`config.mk`:
```
export PLATFORM = sky130hd
export DESIGN_NAME = ir_packet_decoder
export DESIGN_NICKNAME = d
export VERILOG_FILES = /design/src/rtl/ir_packet_decoder.sv
export SDC_FILE = /design/constraint.sdc
export NUM_CORES = 1
export LEC_CHECK = 0
export BUFFER_PORTS_ARGS = -buffer_cell sky130_fd_sc_hd__buf_4
export CORE_MARGIN = 3
export CORE_UTILIZATION = 40
export DETAILED_ROUTE_END_ITERATION = 10
export GPL_ROUTABILITY_DRIVEN = 0
export SKIP_CTS_REPAIR_TIMING = 1
export SYNTH_ARGS = -nofsm -noshare
export SYNTH_HDL_FRONTEND = slang
export SYNTH_SLANG_ARGS = --single-unit
```
`constraint.sdc`:
```
create_clock -name sys_clk -period 3.2 [get_ports sys_clk]
set_input_delay 0.32 -clock sys_clk [delete_from_list [all_inputs] [get_ports sys_clk]]
set_output_delay 0.32 -clock sys_clk [all_outputs]
set_load 0.005 [all_outputs]
```
`src/rtl/ir_packet_decoder.sv`:
```
// IR remote frame decoder: start burst, car-select burst, then four data bursts whose
// lengths encode the command bits. Malformed or timed-out frames pulse frame_error.
module ir_packet_decoder #(
    parameter int unsigned CNT_W       = 20,
    parameter int unsigned START_MIN   = 150000,
    parameter int unsigned SELECT_MIN  = 40000,
    parameter int unsigned BIT0_MIN    = 20000,
    parameter int unsigned BIT1_MIN    = 60000,
    parameter int unsigned GAP_TIMEOUT = 100000
) (
    input  logic       sys_clk,
    input  logic       reset,
    input  logic       ir_in,
    output logic [3:0] command,
    output logic       cmd_valid,
    output logic       frame_error,
    output logic       busy
);

    typedef enum logic [2:0] {
        StIdle,
        StStart,
        StSelGap,
        StSelect,
        StDataGap,
        StData
    } state_e;

    localparam logic [CNT_W-1:0] CntMax     = '1;
    localparam logic [CNT_W-1:0] CntOne     = CNT_W'(1);
    localparam logic [CNT_W-1:0] StartMin   = CNT_W'(START_MIN);
    localparam logic [CNT_W-1:0] SelectMin  = CNT_W'(SELECT_MIN);
    localparam logic [CNT_W-1:0] Bit0Min    = CNT_W'(BIT0_MIN);
    localparam logic [CNT_W-1:0] Bit1Min    = CNT_W'(BIT1_MIN);
    localparam logic [CNT_W-1:0] GapTimeout = CNT_W'(GAP_TIMEOUT);

    state_e           state_q, state_d;
    logic [2:0]       sync_q;
    logic [1:0]       prime_q;
    logic             armed_q, armed_d;
    logic [CNT_W-1:0] cnt_q, cnt_d, cnt_inc;
    logic [3:0]       bits_q, bits_d;
    logic [1:0]       bit_idx_q, bit_idx_d;
    logic [3:0]       command_q, command_d;
    logic             cmd_valid_q, cmd_valid_d;
    logic             frame_error_q, frame_error_d;

    logic rise, fall;
    logic len_start, len_select, len_bit0, len_bit1, gap_expired;

    // sync_q[1] is the synchronised input; sync_q[2] is its one-cycle delayed copy
    assign rise = sync_q[1] & ~sync_q[2];
    assign fall = ~sync_q[1] & sync_q[2];

    // cnt_inc equals the length of the level that ends on an edge this cycle
    assign cnt_inc = (cnt_q == CntMax) ? cnt_q : cnt_q + CntOne;
    assign cnt_d   = (rise || fall) ? '0 : cnt_inc;

    assign len_start   = (cnt_inc >= StartMin);
    assign len_select  = (cnt_inc >= SelectMin);
    assign len_bit0    = (cnt_inc >= Bit0Min);
    assign len_bit1    = (cnt_inc >= Bit1Min);
    assign gap_expired = (cnt_inc >= GapTimeout);

    // A burst already in progress when reset releases must not look like a short start,
    // so a start is only accepted once the primed synchroniser has seen the line low.
    assign armed_d = armed_q | (prime_q[1] & ~sync_q[1]);

    always_ff @(posedge sys_clk or posedge reset) begin
        if (reset) begin
            state_q <= StIdle;
        end else begin
            state_q <= state_d;
        end
    end

    always_comb begin
        state_d = state_q;
        unique case (state_q)
            StIdle: begin
                if (rise && armed_q) state_d = StStart;
            end
            StStart: begin
                if (fall) state_d = len_start ? StSelGap : StIdle;
            end
            StSelGap: begin
                if (gap_expired)  state_d = StIdle;
                else if (rise)    state_d = StSelect;
            end
            StSelect: begin
                if (fall) begin
                    if (len_start)       state_d = StSelGap;
                    else if (len_select) state_d = StDataGap;
                    else                 state_d = StIdle;
                end
            end
            StDataGap: begin
                if (gap_expired)  state_d = StIdle;
                else if (rise)    state_d = StData;
            end
            StData: begin
                if (fall) begin
                    if (len_start)              state_d = StSelGap;
                    else if (!len_bit0)         state_d = StIdle;
                    else if (bit_idx_q == 2'd3) state_d = StIdle;
                    else                        state_d = StDataGap;
                end
            end
            default: state_d = StIdle;
        endcase
    end

    always_comb begin
        frame_error_d = 1'b0;
        cmd_valid_d   = 1'b0;
        command_d     = command_q;
        bits_d        = bits_q;
        bit_idx_d     = bit_idx_q;
        unique case (state_q)
            StStart: begin
                if (fall && !len_start) frame_error_d = 1'b1;
            end
            StSelGap, StDataGap: begin
                if (gap_expired) frame_error_d = 1'b1;
            end
            StSelect: begin
                if (fall) begin
                    if (!len_start && len_select) bit_idx_d = 2'd0;
                    else                          frame_error_d = 1'b1;
                end
            end
            StData: begin
                if (fall) begin
                    if (len_start || !len_bit0) begin
                        frame_error_d = 1'b1;
                    end else if (bit_idx_q == 2'd3) begin
                        command_d   = {len_bit1, bits_q[2:0]};
                        cmd_valid_d = 1'b1;
                        bit_idx_d   = 2'd0;
                    end else begin
                        bits_d[bit_idx_q] = len_bit1;
                        bit_idx_d         = bit_idx_q + 2'd1;
                    end
                end
            end
            default: ;
        endcase
    end

    always_ff @(posedge sys_clk or posedge reset) begin
        if (reset) begin
            sync_q        <= 3'b000;
            prime_q       <= 2'b00;
            armed_q       <= 1'b0;
            cnt_q         <= '0;
            bits_q        <= 4'b0000;
            bit_idx_q     <= 2'd0;
            command_q     <= 4'b0000;
            cmd_valid_q   <= 1'b0;
            frame_error_q <= 1'b0;
        end else begin
            sync_q        <= {sync_q[1:0], ir_in};
            prime_q       <= {prime_q[0], 1'b1};
            armed_q       <= armed_d;
            cnt_q         <= cnt_d;
            bits_q        <= bits_d;
            bit_idx_q     <= bit_idx_d;
            command_q     <= command_d;
            cmd_valid_q   <= cmd_valid_d;
            frame_error_q <= frame_error_d;
        end
    end

    assign command     = command_q;
    assign cmd_valid   = cmd_valid_q;
    assign frame_error = frame_error_q;
    assign busy        = (state_q != StIdle);

endmodule

```
* After elaboration in Yosys (flattened, before gate mapping)
Index checks and enable logic that the tools add are counted.
** Operators by class
- Add/sub/neg operators :: 2
- Order comparisons :: 7
- Eq/ne operators :: 15
- Muxes and demuxes :: 37
- Bitwise logic cells :: 8
- Reduce and logical (&&, ||, !) cells :: 16
** Operators by type and width (count)
- greater-or-equal comparator 20 x 16 -> 1 bit (second input constant) :: 2
- two-way mux 20 bit :: 2
- two-way mux 3 bit :: 13
- adder 20 x 1 -> 20 bit (second input constant) :: 1
- equality test 20 bit (second input constant) :: 1
- greater-or-equal comparator 20 x 15 -> 1 bit (second input constant) :: 1
- greater-or-equal comparator 20 x 17 -> 1 bit (second input constant) :: 1
- greater-or-equal comparator 20 x 18 -> 1 bit (second input constant) :: 1
- case mux 3 bit (6 select lines) :: 1
- two-way mux 2 bit :: 6
- != test 2 bit (second input constant) :: 6
- two-way mux 1 bit :: 11
- AND reduction 4 bit :: 2
- equality test 3 x 2 -> 1 bit (second input constant) :: 2
- equality test 3 bit (second input constant) :: 2
- != test 3 bit (second input constant) :: 2
- AND reduction 6 bit :: 1
- AND reduction 5 bit :: 1
- bitwise mux 4 bit :: 1
- logical AND 1 bit :: 4
- inverter 1 bit :: 4
- case mux 1 bit (4 select lines) :: 1
- case mux 2 bit (2 select lines) :: 1
- bitwise AND 1 bit :: 3
- 13 further kinds :: 15
** Word-level totals
- Register bits :: 41
- Output and inout port bits :: 7
- Word-level logic and storage cells :: 95

* Depth between registers and ports, before layout
Gate-level depths: netlist (run 1).
- Depth in word-level cells :: 8
- Gate-level depth with buffers :: 12
- Mapped depth without buffers :: 10

* Least setup slack after synthesis (run 1)
OpenSTA, ideal clock, no wires.
- Path type :: reg2reg
- Start :: reg cnt_q[7]
- End :: reg command_q[0], in the netlist command[0]
- Library setup time :: 0.125 ns
- Data arrival time :: 3.203 ns
- Required time :: 3.075 ns
- Setup slack :: -0.128 ns
- Cell stages (with the launch flop) :: 12
- Cell sequence :: dfrtp_1 -> buf_2 -> and4_2 -> nand2_4 -> or4_4 -> xor2_1 -> o211ai_1 -> a221oi_4 -> nand2_4 -> or4_4 -> buf_6 -> mux2_4
** On the way
- Word-level cells in the longest chain between the ends :: 7
- Elaborated cells on any way between the ends :: 9
** Ends and longest elaborated chain
- start, declared :: RTL line 41 : logic [CNT_W-1:0] cnt_q, cnt_d, cnt_inc;
- start signal, assigned :: RTL line 165 : cnt_q <= cnt_d;
- adder 20 x 1 -> 20 bit or equality test 20 bit (tied branches) :: RTL line 56 : assign cnt_inc = (cnt_q == CntMax) ? cnt_q : cnt_q + CntOne;
- two-way mux 20 bit (*) :: RTL line 56
- greater-or-equal comparator 20 x 15 -> 1 bit :: RTL line 61 : assign len_bit0 = (cnt_inc >= Bit0Min);
- zero test 1 bit :: RTL line 134 : if (len_start || !len_bit0) begin
- logical OR 1 bit (*) :: RTL line 134
- inverter 1 bit (no line) (*)
- AND reduction 4 bit (no line) (*)
- end signal, assigned :: RTL line 168 : command_q <= command_d;
- end, declared :: RTL line 44 : logic [3:0] command_q, command_d;
Mark *: on every way between the ends. The rest lies on a longest branch, timed or not.
A chain may end at the register's enable or synchronous reset.

* Final worst setup path (run 1)
- Start :: reg cnt_q[7]
- End :: reg command_q[3], in the netlist command[3]
** On the way
- Word-level cells in the longest chain between the ends :: 7
- Elaborated cells on any way between the ends :: 10
** Ends and longest elaborated chain (RTL line)
- adder 20 x 1 -> 20 bit or equality test 20 bit (tied branches) :: 56
- two-way mux 20 bit (*) :: 56
- greater-or-equal comparator 20 x 15 -> 1 bit :: 61
- zero test 1 bit :: 134
- logical OR 1 bit :: 134
- inverter 1 bit (no line)
- AND reduction 4 bit (no line)
Marked as above.

==> run summary, run 1 <==
Placement-stage worst setup slack -> 0.03727 ns
Fin. Hold Viols -> 0
Die Span Y -> 89.69 microns
Flop2flop setup slack -> 0.07 ns
Share of final-layout standard cells stronger than drive strength 1 -> 34.57%
Num ports -> 10
Number of nets in the finished design -> 385
Fin crit share -> 97.68%
Die area -> 8043 sq um
Post-Route Skew -> 0.01275 ns
Number of remaining DRC errors -> 0
Number of enable-type register cells in the synthesized netlist -> 0
H-tree depth reported by CTS -> 2
Final setup violating endpoints -> 0
Total number of yosys warnings -> 0
Standby leakage power -> 1.621 nW
Source-to-sink clock delay at the later pin of the worst-skew pair -> 0.30 ns
Hold WC Path Type -> in2async
Finished Core Util -> 55.92%
Number of antenna cells inserted -> 0
Detail-routed net length per standard cell -> 16.23 microns
# clock sinks -> 40
Relative contribution of the clock network to total power -> 34.6%
Number of nets produced by synthesis -> 323
Maximum number of pins on one net before global-route repair -> 41
Maximum fanout encountered on the critical timing path -> 5
WP data required -> 3.38 ns
Least-Margin Pin Slew -> 0.6187 ns
Psw -> 284.0 uW
Largest vdd supply drop -> 0.2266 mV
Minimum setup slack in the final design -> 0.07432 ns
Worst slew margin relative to its limit -> 58.21%
Iteration-0 DRC count of the detailed router -> 177
Mapped Avg Cell Area -> 8.950 sq um
DIE WIDTH -> 89.69 microns
Fraction of registers with async set or reset after synthesis -> 100.0%
Most common cell after layout, fill and taps aside -> buf_4
Placed wire-length estimate -> 5408 microns
Post-synthesis sequential element count -> 40
Clock transition at path regs -> 0.09 ns
Number of pins exceeding their max-slew limit in the final report -> 0
Cell variety after synth -> 69
Wire length of the first global-routing pass -> 11990 microns
Clock Tree Buf Depth -> 2
Post-Syn Instances -> 313
Top library cells by usage in the layout, fill and taps aside -> buf_4 (70), dfrtp_1 (37), nor2_1 (26)
Initial Util -> 42.66%
Port Buf Inserts -> 9
Antenna violations before repair -> 0
Filler Cell Count -> 577
GRT overflow -> 0
Area of the core region -> 6568 sq um
Outcome -> finished, final reports clean
Detailed-route via count -> 2678
Portion of the post-synthesis area used by sequential elements -> 35.73%
All-layer global routing usage -> 19.45%
Power per cell area -> 284.8 nW/um^2
Source of the worst register-to-register timing path -> cnt_q[7]
Maximum clock rate -> 0.3199 GHz
Remaining antenna violation count after routing -> 0
Setup repair after global routing missed its margin -> true
Reported max-cap violation count -> 0
Worst hold margin -> 0.1291 ns
Clk root buf -> clkbuf_8
Post-Synthesis Cell Area -> 2801 sq um
Path depth of the worst reg2reg path -> 9
Switching fraction of total power -> 27.16%
Num rows -> 29
Vias per inst -> 5.710
Area of the multi-input gates -> 1833 sq um
Part of the power in combinational logic -> 13.0%
Critical R2R Capture -> command[3]
TritonCTS clock tree -> built
Sequential standard cell area -> 1005 sq um
Internal power of the cells -> 761.7 uW
Crit path capture type -> flop
Vias in the first global route -> 2395
Arrival time worst endpoint -> 3.30 ns
Total wire length -> 7614 microns
Clock buffer count from CTS -> 5
Critical path launch point type -> flop
Dominant register cell in the synthesized netlist -> dfrtp_1
Pre-Repair DR Iteration Count -> 5
Part of the total power dissipated in sequential elements -> 52.4%
Kind of critical path -> reg2reg
Shortest clock period the worst path allows after layout -> 3.126 ns
Synth-to-Final Area Change -> 31.09%
-- synthesized netlist by cell type (all sizes together), types with 4 or more instances --
cell type  count  share of area (%)
dfrtp         40                 36
nor2          28                3.9
nand2         23                3.6
a21oi         19                3.4
nand3         16                2.9
nor3          15                3.2
o21ai         14                2.5
buf           12                2.5
inv           12                1.6
xnor2         11                3.4
clkbuf         7               0.94
ha             7                3.1
mux2           7                3.3
nand4          7                2.0
a31oi          6                1.3
and4           6                2.0
nor4           5                1.7
or3            5                1.1
nor2b          4               0.89
o211ai         4                1.1
o31ai          4                1.1
xor2           4                1.3
-- power by group through the flow --
stage / Clock (mW) / Sequential, mW / Combinational [mW]
floorplan: 0 / 0.543 / 0.0946
global placement: 0 / 0.556 / 0.122
detailed placement: 0 / 0.556 / 0.123
CTS: 0.372 / 0.547 / 0.123
global route: 0.389 / 0.550 / 0.155
finish: 0.362 / 0.548 / 0.136
-- sequential cells by signal, indices dropped and copies added (netlist names) --
| register | flops |
|---|---|
| cnt_q | 20 |
| command | 4 |
| bits_q | 3 |
| state_q | 3 |
| sync_q | 3 |
| bit_idx_q | 2 |
| prime_q | 2 |
| armed_q | 1 |
| cmd_valid | 1 |
| frame_error | 1 |
-- cell families (layout without fill, tap and decap cells) --
logic type | count (synthesis) | in the layout | share of synthesized area [%]
buf+inv | 31 | 94 | 5.002
flops | 40 | 40 | 35.73
other cells | 1 | 1 | 0.1339
simple gates | 127 | 127 | 26.17
compound gates | 84 | 84 | 21.44
mux | 8 | 8 | 3.707
fa+ha+maj | 7 | 7 | 3.126
xor+xnor | 15 | 15 | 4.689
-- routing by layer --
layer	up-vias	wire length (microns)	global-route usage [%]	part of all wire (%)
li1	1298	-	-	-
met1	1278	3571	28.09	47
met2	80	3497	29.26	46
met3	22	365	3.285	4.8
met4	0	179	6.901	2.4
met5	-	0	0	0
-- worst max-delay path, stage by stage (launching register included) --
cell and delay [ns]:
dfrtp_1 0.43, and4_4 0.26, nand2_4 0.07, or4_4 0.54
xor2_4 0.20, o211ai_1 0.17, a221oi_4 0.37, nand2_4 0.07
or4_4 0.57, mux2_4 0.32
-- layout make-up --
class                      instances  area share [%]
inverter                          12           1.227
clock inverter                     1          0.2044
tap                               93           3.169
sequential                        40           27.36
timing repair buffer              74           15.78
multi-input combinational        242           49.91
clock buffer                       7           2.351
-- through the flow --
step	instances	power, mW	setup TNS (ns)	area [sq um]
2_1_floorplan	313	0.6373	-0.03942	2839
3_3_place_gp	449	0.6775	0	3329
3_5_place_dp	449	0.6790	0	3329
4_1_cts	457	1.042	0	3423
5_1_grt	469	1.094	-0.1293	3672
6_report	469	1.046	0	3672
-- worst max path at each step --
stage | from | endpoint | slack (ns)
final | cnt_q[7] | command[3] | 0.07
after global placement | cnt_q[0] | command[0] | 0.09
after detailed placement | cnt_q[2] | command[0] | 0.04
after CTS | cnt_q[0] | command[3] | 0.01
after floorplan | cnt_q[0] | command[0] | -0.01
after global routing | cnt_q[7] | command[0] | -0.04
(Power assumes the default switching activity.)
==> run 2: changes to the inputs <==
--- a/config.mk
+++ b/config.mk
@@ -5,10 +5,10 @@
 export SDC_FILE = /design/constraint.sdc
 export NUM_CORES = 1
 export LEC_CHECK = 0
-export BUFFER_PORTS_ARGS = -buffer_cell sky130_fd_sc_hd__buf_4
 export CORE_MARGIN = 3
-export CORE_UTILIZATION = 40
+export CORE_UTILIZATION = 25
 export DETAILED_ROUTE_END_ITERATION = 10
+export DONT_BUFFER_PORTS = 1
 export GPL_ROUTABILITY_DRIVEN = 0
 export SKIP_CTS_REPAIR_TIMING = 1
 export SYNTH_ARGS = -nofsm -noshare
==> run 2 against run 1 <==
Clock skew decreased by 0.0040 ns. Count of clock-buffer cells in the layout shrank 2. Sequential cell count is the same. Critical path type unchanged. Largest power group unchanged. Highest routed layer unchanged.
==> run summary, run 2 (same netlist as run 1, synthesis figures left out) <==
Worst hold margin -> 0.01456 ns (was 0.1291 ns)
Crit-path cells -> and4_4 -> nand2_4 -> or4_4 -> xor2_4 -> o211ai_1 -> a221oi_4 -> nand2_4 -> or4_4 -> mux2_4 (unchanged)
Maximum number of pins on one net before global-route repair -> 41 (unchanged)
Layer with the highest usage -> met2 (unchanged)
Worst slew margin relative to its limit -> 64.06% (was 58.21%)
Vias per inst -> 5.378 (was 5.710)
Most common cell after layout, fill and taps aside -> buf_4 (unchanged)
Buffering stage count on the worst path with inverters included -> 0 (unchanged)
Logic depth of the worst path, buffers included -> 9 (unchanged)
Outcome -> finished, final reports clean (unchanged)
Clock buffer count from CTS -> 5 (unchanged)
Met2 capacity usage during global routing -> 18.78% (was 29.26%)
Source-to-sink clock delay at the later pin of the worst-skew pair -> 0.30 ns (about the same)
Maximum clock rate -> 0.3175 GHz (was 0.3199 GHz)
Kind of critical path -> reg2reg (unchanged)
Top library cells by usage in the layout, fill and taps aside -> buf_4 (50), dfrtp_1 (33), nor2_1 (26) (was buf_4 (70), dfrtp_1 (37), nor2_1 (26))
Pre-Repair DR Iteration Count -> 6 (was 5)
Area of the core region -> 10890 sq um (was 6568 sq um)
Power per cell area -> 280.2 nW/um^2 (was 284.8 nW/um^2)
Setup repair after global routing missed its margin -> true (unchanged)
Gate family responsible for the most delay along the worst path -> simple AND/OR/NAND/NOR gates (unchanged)
GRT overflow -> 0 (unchanged)
Placed wire-length estimate -> 5544 microns (was 5408 microns)
Crit path capture type -> flop (unchanged)
Finished Core Util -> 32.74% (was 55.92%)
Remaining antenna violation count after routing -> 0 (unchanged)
Max incr delay on CP -> 0.57 ns (about the same)
Reported max-cap violation count -> 0 (unchanged)
Hold WC Path Type -> in2async (unchanged)
Arrival time worst endpoint -> 3.33 ns (was 3.30 ns)
Final Instance Count excl. Fillers -> 497 (was 469)
H-tree depth reported by CTS -> 2 (unchanged)
Number of nets in the finished design -> 367 (was 385)
Source of the worst register-to-register timing path -> cnt_q[7] (unchanged)
Largest vdd supply drop -> 0.1580 mV (was 0.2266 mV)
Least-Margin Pin Slew -> 0.5386 ns (was 0.6187 ns)
Standby leakage power -> 1.509 nW (was 1.621 nW)
Vias in the first global route -> 2627 (was 2395)
Number of antenna cells inserted -> 0 (unchanged)
Filler Cell Count -> 1085 (was 577)
Number of pins exceeding their max-slew limit in the final report -> 0 (unchanged)
Total wire length -> 7630 microns (was 7614 microns)
Final setup violating endpoints -> 0 (unchanged)
Cells after DPL -> 482 (was 449)
Post-Route Skew -> 0.008711 ns (was 0.01275 ns)
Number of remaining DRC errors -> 0 (unchanged)
Wire length of the first global-routing pass -> 12640 microns (was 11990 microns)
Maximum fanout encountered on the critical timing path -> 5 (unchanged)
GRT met1 Usage -> 16.49% (was 28.09%)
Die Span Y -> 111.9 microns (was 89.69 microns)
Flop2flop setup slack -> 0.05 ns (was 0.07 ns)
Share of final-layout standard cells stronger than drive strength 1 -> 31.65% (was 34.57%)
Fin crit share -> 98.43% (was 97.68%)
Initial Util -> 25.73% (was 42.66%)
All-layer global routing usage -> 12.06% (was 19.45%)
Detail-routed net length per standard cell -> 15.35 microns (was 16.23 microns)
Port Buf Inserts -> 0 (was 9)
Critical path launch point type -> flop (unchanged)
Fin. Hold Viols -> 0 (unchanged)
Critical R2R Capture -> command[0] (was command[3])
Clock transition at path regs -> 0.09 ns (about the same)
Die area -> 12510 sq um (was 8043 sq um)
DIE WIDTH -> 111.9 microns (was 89.69 microns)
# clock sinks -> 40 (unchanged)
Iteration-0 DRC count of the detailed router -> 246 (was 177)
Path depth of the worst reg2reg path -> 9 (unchanged)
TritonCTS clock tree -> built (unchanged)
Clock Tree Buf Depth -> 2 (unchanged)
GR met3 Demand/Resource -> 2.391% (was 3.285%)
Synth-to-Final Area Change -> 27.24% (was 31.09%)
Clk root buf -> clkbuf_8 (unchanged)
Antenna violations before repair -> 0 (unchanged)
Num ports -> 10 (unchanged)
Fin Setup TNS -> 0 ns (unchanged)
Detailed-route via count -> 2673 (was 2678)
Shortest clock period the worst path allows after layout -> 3.150 ns (was 3.126 ns)
WP data required -> 3.38 ns (about the same)
Flip-flop count of the largest register after layout -> 20 (unchanged)
Reg with most FFs -> cnt_q (unchanged)
Num rows -> 38 (was 29)
Standard cell with the maximum stage delay on the critical path -> or4_4 (unchanged)
Worst setup path start -> cnt_q[7] (unchanged)
-- run 2: worst max path at each step --
stage | end
final | command[0]
after global routing | command[3]
after CTS | command[0]
after detailed placement | command[0]
after global placement | command[1]
after floorplan | command[0]
-- run 2: cell type report --
type	instances	area, sq um	share of cell area, %
multi-input cells	242	1808	50.72
flip-flops and latches	40	1010	28.33
repair buffers	56	445.4	12.50
well taps	140	175.2	4.914
clock buffers	5	68.82	1.931
inverters	12	45.04	1.264
clock inverters	2	12.51	0.3510
-- run 2: per-layer routing --
layer	wire length [microns]	part of all wire, %	up-vias
li1	-	-	1256
met1	3414	45	1289
met2	3559	47	100
met3	434	5.7	28
met4	221	2.9	0
met5	0	0	-
-- run 2: power breakdown --
part,switching [mW],internal [mW]
sequential,0.0292,0.523
combinational,0.0675,0.0467
clock,0.184,0.148
total,0.281,0.718
-- run 2: worst reg2reg max path: stages, from the launching register on --
cell	delay (ns)
dfrtp_2	0.43
and4_4	0.30
nand2_4	0.05
or4_4	0.53
xor2_4	0.19
o211ai_1	0.18
a221oi_4	0.38
nand2_4	0.07
or4_4	0.57
mux2_4	0.32
-- run 2: metrics by stage --
| step | instance area [sq um] | total power, mW | setup WS, ns |
|---|---|---|---|
| floorplan | 2839 | 0.6373 | -0.009855 |
| global placement | 3283 | 0.6629 | 0.06833 |
| detailed placement | 3283 | 0.6665 | 0.03455 |
| CTS | 3364 | 1.005 | -0.0004274 |
| global route | 3565 | 1.054 | -0.06772 |
| finish | 3565 | 0.9988 | 0.05009 |
